### config.mk
export PLATFORM = sky130hd
export DESIGN_NAME = dmem_arbiter_flat
export DESIGN_NICKNAME = d
export VERILOG_FILES = /design/src/rtl/dmem_arbiter_pkg.sv /design/src/rtl/dmem_arbiter_if.sv /design/src/rtl/dmem_arbiter.sv /design/src/flat_wrapper.sv
export SDC_FILE = /design/constraint.sdc
export NUM_CORES = 1
export LEC_CHECK = 0
export CELL_PAD_IN_SITES_DETAIL_PLACEMENT = 2
export CELL_PAD_IN_SITES_GLOBAL_PLACEMENT = 2
export CORE_AREA = 3 3 191 193
export CTS_CLUSTER_SIZE = 10
export DETAILED_ROUTE_END_ITERATION = 10
export DIE_AREA = 0 0 194 196
export PLACE_DENSITY_LB_ADDON = 0.15
export SKIP_CTS_REPAIR_TIMING = 1
export SYNTH_ARGS = -nofsm -noshare
export SYNTH_HDL_FRONTEND = slang
export SYNTH_SLANG_ARGS = --single-unit
### constraint.sdc
create_clock -name clk -period 3.05 [get_ports clk]
set_clock_uncertainty 0.05 [all_clocks]
set_input_delay 0.4575 -clock clk [delete_from_list [all_inputs] [get_ports clk]]
set_output_delay 0.4575 -clock clk [all_outputs]
set_load 0.02 [all_outputs]
### src/rtl/dmem_arbiter_pkg.sv
// Shared types and constants for the data-memory arbiter between the CPU MEM stage and the NIC.
package dmem_arb_pkg;

    localparam int ADDR_W_DEF = 32;
    localparam int DATA_W     = 64;

    typedef enum logic [1:0] {
        IDLE   = 2'd0,
        CPU_LD = 2'd1,
        NIC_LD = 2'd2
    } state_t;

    // Starvation counter width; never zero even when STARVE_MAX is 0.
    function automatic int cnt_width(input int max_val);
        return (max_val < 1) ? 1 : $clog2(max_val + 1);
    endfunction

endpackage

### src/rtl/dmem_arbiter_if.sv
// CPU, NIC and data-memory signals of the arbiter; master = requesters/memory side, slave = arbiter.
interface dmem_arbiter_if #(
    parameter int ADDR_W = dmem_arb_pkg::ADDR_W_DEF
);
    import dmem_arb_pkg::*;

    logic              cpu_memEn;
    logic              cpu_memwrEn;
    logic [ADDR_W-1:0] cpu_addr;
    logic [DATA_W-1:0] cpu_wdata;
    logic              cpu_stall;
    logic [DATA_W-1:0] cpu_rdata;

    logic              nic_req;
    logic              nic_wr;
    logic [ADDR_W-1:0] nic_addr;
    logic [DATA_W-1:0] nic_wdata;
    logic              nic_gnt;
    logic              nic_rvalid;
    logic [DATA_W-1:0] nic_rdata;

    logic              dmem_en;
    logic              dmem_wrEn;
    logic [ADDR_W-1:0] dmem_addr;
    logic [DATA_W-1:0] dmem_din;
    logic [DATA_W-1:0] dmem_dout;

    modport master (
        output cpu_memEn, cpu_memwrEn, cpu_addr, cpu_wdata,
        output nic_req, nic_wr, nic_addr, nic_wdata,
        output dmem_dout,
        input  cpu_stall, cpu_rdata, nic_gnt, nic_rvalid, nic_rdata,
        input  dmem_en, dmem_wrEn, dmem_addr, dmem_din
    );

    modport slave (
        input  cpu_memEn, cpu_memwrEn, cpu_addr, cpu_wdata,
        input  nic_req, nic_wr, nic_addr, nic_wdata,
        input  dmem_dout,
        output cpu_stall, cpu_rdata, nic_gnt, nic_rvalid, nic_rdata,
        output dmem_en, dmem_wrEn, dmem_addr, dmem_din
    );

endinterface

### src/rtl/dmem_arbiter.sv
// Single-port data-memory arbiter: CPU has priority, NIC wins after STARVE_MAX refused cycles.
module dmem_arbiter #(
    parameter int STARVE_MAX = 4,
    parameter int ADDR_W     = dmem_arb_pkg::ADDR_W_DEF
) (
    input  logic          clk,
    input  logic          reset,
    dmem_arbiter_if.slave bus
);
    import dmem_arb_pkg::*;

    localparam int               CNT_W      = cnt_width(STARVE_MAX);
    localparam logic [CNT_W-1:0] STARVE_LIM = CNT_W'(STARVE_MAX);

    state_t            r_state;
    state_t            w_state_next;
    logic [CNT_W-1:0]  r_starve_cnt;
    logic [CNT_W-1:0]  w_starve_next;
    logic              w_nic_win;
    logic [ADDR_W-1:0] w_addr;

    assign bus.dmem_addr = w_addr;

    always_ff @(posedge clk or posedge reset) begin
        if (reset) begin
            r_state      <= IDLE;
            r_starve_cnt <= '0;
        end else begin
            r_state      <= w_state_next;
            r_starve_cnt <= w_starve_next;
        end
    end

    // Outputs are gated by reset so they drop the instant reset rises.
    always_comb begin
        w_state_next   = r_state;
        w_nic_win      = 1'b0;
        w_addr         = '0;
        bus.dmem_en    = 1'b0;
        bus.dmem_wrEn  = 1'b0;
        bus.dmem_din   = '0;
        bus.cpu_stall  = 1'b0;
        bus.cpu_rdata  = '0;
        bus.nic_gnt    = 1'b0;
        bus.nic_rvalid = 1'b0;
        bus.nic_rdata  = '0;
        if (!reset) begin
            unique case (r_state)
                IDLE: begin
                    w_nic_win = bus.nic_req && (!bus.cpu_memEn || r_starve_cnt == STARVE_LIM);
                    if (w_nic_win) begin
                        bus.dmem_en   = 1'b1;
                        bus.dmem_wrEn = bus.nic_wr;
                        w_addr        = bus.nic_addr;
                        bus.dmem_din  = bus.nic_wdata;
                        bus.nic_gnt   = 1'b1;
                        bus.cpu_stall = bus.cpu_memEn;
                        if (!bus.nic_wr) w_state_next = NIC_LD;
                    end else if (bus.cpu_memEn) begin
                        bus.dmem_en   = 1'b1;
                        bus.dmem_wrEn = bus.cpu_memwrEn;
                        w_addr        = bus.cpu_addr;
                        bus.dmem_din  = bus.cpu_wdata;
                        bus.cpu_stall = !bus.cpu_memwrEn;
                        if (!bus.cpu_memwrEn) w_state_next = CPU_LD;
                    end
                end
                CPU_LD: begin
                    // The still-held CPU request is the one being completed, not a new one.
                    bus.cpu_rdata = bus.dmem_dout;
                    w_state_next  = IDLE;
                end
                NIC_LD: begin
                    bus.nic_rvalid = 1'b1;
                    bus.nic_rdata  = bus.dmem_dout;
                    bus.cpu_stall  = bus.cpu_memEn;
                    w_state_next   = IDLE;
                end
                default: w_state_next = IDLE;
            endcase
        end

        if (!bus.nic_req || w_nic_win) begin
            w_starve_next = '0;
        end else if (r_starve_cnt != STARVE_LIM) begin
            w_starve_next = r_starve_cnt + 1'b1;
        end else begin
            w_starve_next = r_starve_cnt;
        end
    end

endmodule

### src/flat_wrapper.sv
// flat-port wrapper written by rule: the top's interface ports become plain ports
module dmem_arbiter_flat import dmem_arb_pkg::*;
#(
    parameter int STARVE_MAX = 4,
    parameter int ADDR_W     = dmem_arb_pkg::ADDR_W_DEF
)
  (clk, reset, bus_cpu_memEn, bus_cpu_memwrEn, bus_cpu_addr, bus_cpu_wdata, bus_nic_req, bus_nic_wr, bus_nic_addr, bus_nic_wdata, bus_dmem_dout, bus_cpu_stall, bus_cpu_rdata, bus_nic_gnt, bus_nic_rvalid, bus_nic_rdata, bus_dmem_en, bus_dmem_wrEn, bus_dmem_addr, bus_dmem_din);
  dmem_arbiter_if #(.ADDR_W(ADDR_W)) bus_i ();
  input  logic clk;
  input  logic reset;
  input wire logic [$bits(bus_i.cpu_memEn)-1:0] bus_cpu_memEn;
  input wire logic [$bits(bus_i.cpu_memwrEn)-1:0] bus_cpu_memwrEn;
  input wire logic [$bits(bus_i.cpu_addr)-1:0] bus_cpu_addr;
  input wire logic [$bits(bus_i.cpu_wdata)-1:0] bus_cpu_wdata;
  input wire logic [$bits(bus_i.nic_req)-1:0] bus_nic_req;
  input wire logic [$bits(bus_i.nic_wr)-1:0] bus_nic_wr;
  input wire logic [$bits(bus_i.nic_addr)-1:0] bus_nic_addr;
  input wire logic [$bits(bus_i.nic_wdata)-1:0] bus_nic_wdata;
  input wire logic [$bits(bus_i.dmem_dout)-1:0] bus_dmem_dout;
  output wire logic [$bits(bus_i.cpu_stall)-1:0] bus_cpu_stall;
  output wire logic [$bits(bus_i.cpu_rdata)-1:0] bus_cpu_rdata;
  output wire logic [$bits(bus_i.nic_gnt)-1:0] bus_nic_gnt;
  output wire logic [$bits(bus_i.nic_rvalid)-1:0] bus_nic_rvalid;
  output wire logic [$bits(bus_i.nic_rdata)-1:0] bus_nic_rdata;
  output wire logic [$bits(bus_i.dmem_en)-1:0] bus_dmem_en;
  output wire logic [$bits(bus_i.dmem_wrEn)-1:0] bus_dmem_wrEn;
  output wire logic [$bits(bus_i.dmem_addr)-1:0] bus_dmem_addr;
  output wire logic [$bits(bus_i.dmem_din)-1:0] bus_dmem_din;
  assign bus_i.cpu_memEn = bus_cpu_memEn;
  assign bus_i.cpu_memwrEn = bus_cpu_memwrEn;
  assign bus_i.cpu_addr = bus_cpu_addr;
  assign bus_i.cpu_wdata = bus_cpu_wdata;
  assign bus_i.nic_req = bus_nic_req;
  assign bus_i.nic_wr = bus_nic_wr;
  assign bus_i.nic_addr = bus_nic_addr;
  assign bus_i.nic_wdata = bus_nic_wdata;
  assign bus_i.dmem_dout = bus_dmem_dout;
  assign bus_cpu_stall = bus_i.cpu_stall;
  assign bus_cpu_rdata = bus_i.cpu_rdata;
  assign bus_nic_gnt = bus_i.nic_gnt;
  assign bus_nic_rvalid = bus_i.nic_rvalid;
  assign bus_nic_rdata = bus_i.nic_rdata;
  assign bus_dmem_en = bus_i.dmem_en;
  assign bus_dmem_wrEn = bus_i.dmem_wrEn;
  assign bus_dmem_addr = bus_i.dmem_addr;
  assign bus_dmem_din = bus_i.dmem_din;
  dmem_arbiter #(.STARVE_MAX(STARVE_MAX), .ADDR_W(ADDR_W)) u_core (.clk(clk), .reset(reset), .bus(bus_i));
endmodule
==> impl_metrics.json <==
{
  "final.min_clock_period_ns": 3.01,
  "cts_root_buffer": "clkbuf_16",
  "max_slew.worst_pin.slew_ns": 0.496,
  "antenna_found_initial": 5,
  "status": "finished, final reports clean",
  "finalHoldViolCount": 0,
  "coreArea_sq_um": 34700,
  "die_x_um": 194,
  "dp_hpwl_um": 24600,
  "syn_avg_cell_area_sq_um": 5.47,
  "synth_mux_area_frac": 0,
  "synth_compound_area_frac": 0.189,
  "netlist-cell-type-count": 24,
  "cts.clk_slew.worst_paths_ns": 0.03,
  "overflow": 0,
  "whs_ns": 0.523,
  "final_cells": 1438,
  "place_area_sq_um": 8440,
  "path_max_fanout": 58,
  "syn_to_final_growth_pct": 193,
  "dieArea_sq_um": 38000,
  "p_leak_nw": 3.42,
  "ys_top_cells_by_area": "nand3_1, a21oi_1, and2_1",
  "drv_cap": 0,
  "cts_buffers": 3,
  "max_slew_margin": 0.669,
  "ys_seq_area_frac": 0.0427,
  "grt_first_pass_wirelength_um": 44400,
  "yosys_warnings": 0,
  "finalSetupViolCount": 0,
  "yosys.area_share.adder": 0.00855,
  "p_total_mw": 1.57,
  "critical_path_required_ns": 2.54,
  "gp_congestion": 0.744,
  "nets": 1243,
  "drtAntennaViolNets": 0,
  "worstPathArrival_ns": 2.51,
  "drive_gt1_frac": 0.0399,
  "power_density_nw_per_um2": 183,
  "synth_top_area_cell": "nand3_1",
  "io_buffer_count": 490,
  "grt_usage": 0.150,
  "post-route-cell-area_sq_um": 8580,
  "synth_top_family_by_area": "simple AND/OR/NAND/NOR gates",
  "grt_max_degree": 85,
  "finalCritPeriodShare": 0.988,
  "syn_inst": 535,
  "rows": 68,
  "ir_drop_v": 0.000114,
  "syn_nets": 799,
  "vias_per_cell": 4.09,
  "htreeDepth": 1,
  "drt-initial-drc-count": 192,
  "synth_flop_cell": "dfrtp_1",
  "via_count": 5887,
  "drv_slew": 0,
  "synth_area_sq_um": 2930,
  "clk_latency_ns": 0.23,
  "fin_util": 0.247,
  "start_kind": "input pin",
  "async_reset_ff_frac": 1.00,
  "hold_path_class": "reg -> reg",
  "yosys.area_share.simple": 0.641,
  "worstSetupEndpointType": "output port",
  "drcViolationCount": 0,
  "die_h_um": 196,
  "ios": 491,
  "fmax_mhz": 332,
  "clock-sinks": 5,
  "avgRoutedWirePerCell_um": 21.7,
  "grt_pass1_vias": 6213,
  "dr.pass1.iters": 4,
  "wl_um": 31200,
  "synth_edf_count": 0,
  "cts_tree": "done",
  "dp.cells": 1428,
  "synth-xor-area-share": 0,
  "clockBufferDepth": 2,
  "crit_type": "in -> out",
  "initial_core_util": 0.0843,
  "ys_ff_latch": 5,
  "synthDominantCellAreaShare": 0.335
}
## cell usage in the layout, fill, tap and decap left out, types with 3 or more instances in the layout
| cell type | synthesis | layout |
|---|---|---|
| nand2_1 | 6 | 6 |
| a21oi_1 | 96 | 96 |
| dfrtp_1 | 5 | 5 |
| nor3_1 | 3 | 3 |
| and2_1 | 65 | 65 |
| clkdlybuf4s50_1 | 0 | 473 |
| clkbuf_16 | 0 | 3 |
| nand3_1 | 196 | 195 |
| buf_12 | 0 | 13 |
| o21ai_0 | 3 | 3 |
| nor2_1 | 5 | 4 |
| diode_2 | 0 | 5 |
| inv_1 | 3 | 3 |
| dlymetal6s2s_1 | 0 | 13 |
| o32ai_1 | 3 | 3 |
| buf_4 | 4 | 14 |
| and3_1 | 65 | 65 |
## per-stage QoR
stage / TNS [ns] / setup slack [ns]
global route: -0.00270 / -0.00197
global placement: 0 / 0.0774
finish: 0 / 0.0370
detailed placement: 0 / 0.0598
CTS: -1.02 / -0.107
floorplan: 0 / 0.918
## path summary, 6_finish.rpt
kind / start / endpoint / slack (ns) / cells past startpoint
min: u_core.r_starve_cnt[1]$_DFFE_PP0P_ / u_core.r_starve_cnt[1]$_DFFE_PP0P_ / 0.52 / 2
min reg2reg: u_core.r_starve_cnt[1]$_DFFE_PP0P_ / u_core.r_starve_cnt[1]$_DFFE_PP0P_ / 0.52 / 2
max in group asynchronous: reset / u_core.r_starve_cnt[2]$_DFFE_PP0P_ / 2.27 / 3
min in group asynchronous: reset / u_core.r_starve_cnt[0]$_DFFE_PP0P_ / 0.57 / 3
max: reset / bus_dmem_din[56] / 0.04 / 5
max reg2reg: u_core.r_starve_cnt[0]$_DFFE_PP0P_ / u_core.r_state[1]$_DFFE_PP0P_ / 1.29 / 6
## registers in the layout, summed over array words and instances (netlist names)
register             cells
u_core.r_starve_cnt      3
u_core.r_state           2
## worst max-delay path: stages
cell	delay (ns)
clkdlybuf4s50_1	0.49
or3_4	0.40
buf_12	0.19
a21oi_1	0.21
clkdlybuf4s50_1	0.69
## area by class of cell
type	instances	area [sq um]
fill	4097	26100
timing repair buffer	514	5290
multi-input combinational	451	2490
tap	455	569
sequential	5	125
clock buffer	4	78.8
inverter	4	15.0
antenna	5	12.5
## cell families after synthesis
| kind of cell | after synthesis |
|---|---|
| adders and majority gates | 2 |
| and+or+nand+nor | 343 |
| DFF | 5 |
| buffers and inverters | 80 |
| AOI/OAI and AO/OA | 105 |
## power breakdown
part           internal (mW)  leakage, nW  switching, mW
logic                  0.669         3.31          0.609
clock network          0.173       0.0382         0.0406
registers             0.0727       0.0667        0.00803
## routing by layer
metal | vias up | wire length [um] | global-route usage
li1 | 2812 | - | -
met1 | 2801 | 12300 | 0.168
met2 | 256 | 16200 | 0.282
met3 | 18 | 2230 | 0.0440
met4 | 0 | 448 | 0.0335
met5 | - | 0 | 0
## synth_stat cells (4+ instances only)
master,count
buf_4,4
a21oi_1,96
dfrtp_1,5
buf_2,20
nand2_1,6
clkbuf_1,46
buf_1,5
and3_1,65
nand3_1,196
nor2_1,5
and2_1,65
Note: power is estimated with default switching activity, not from simulation.
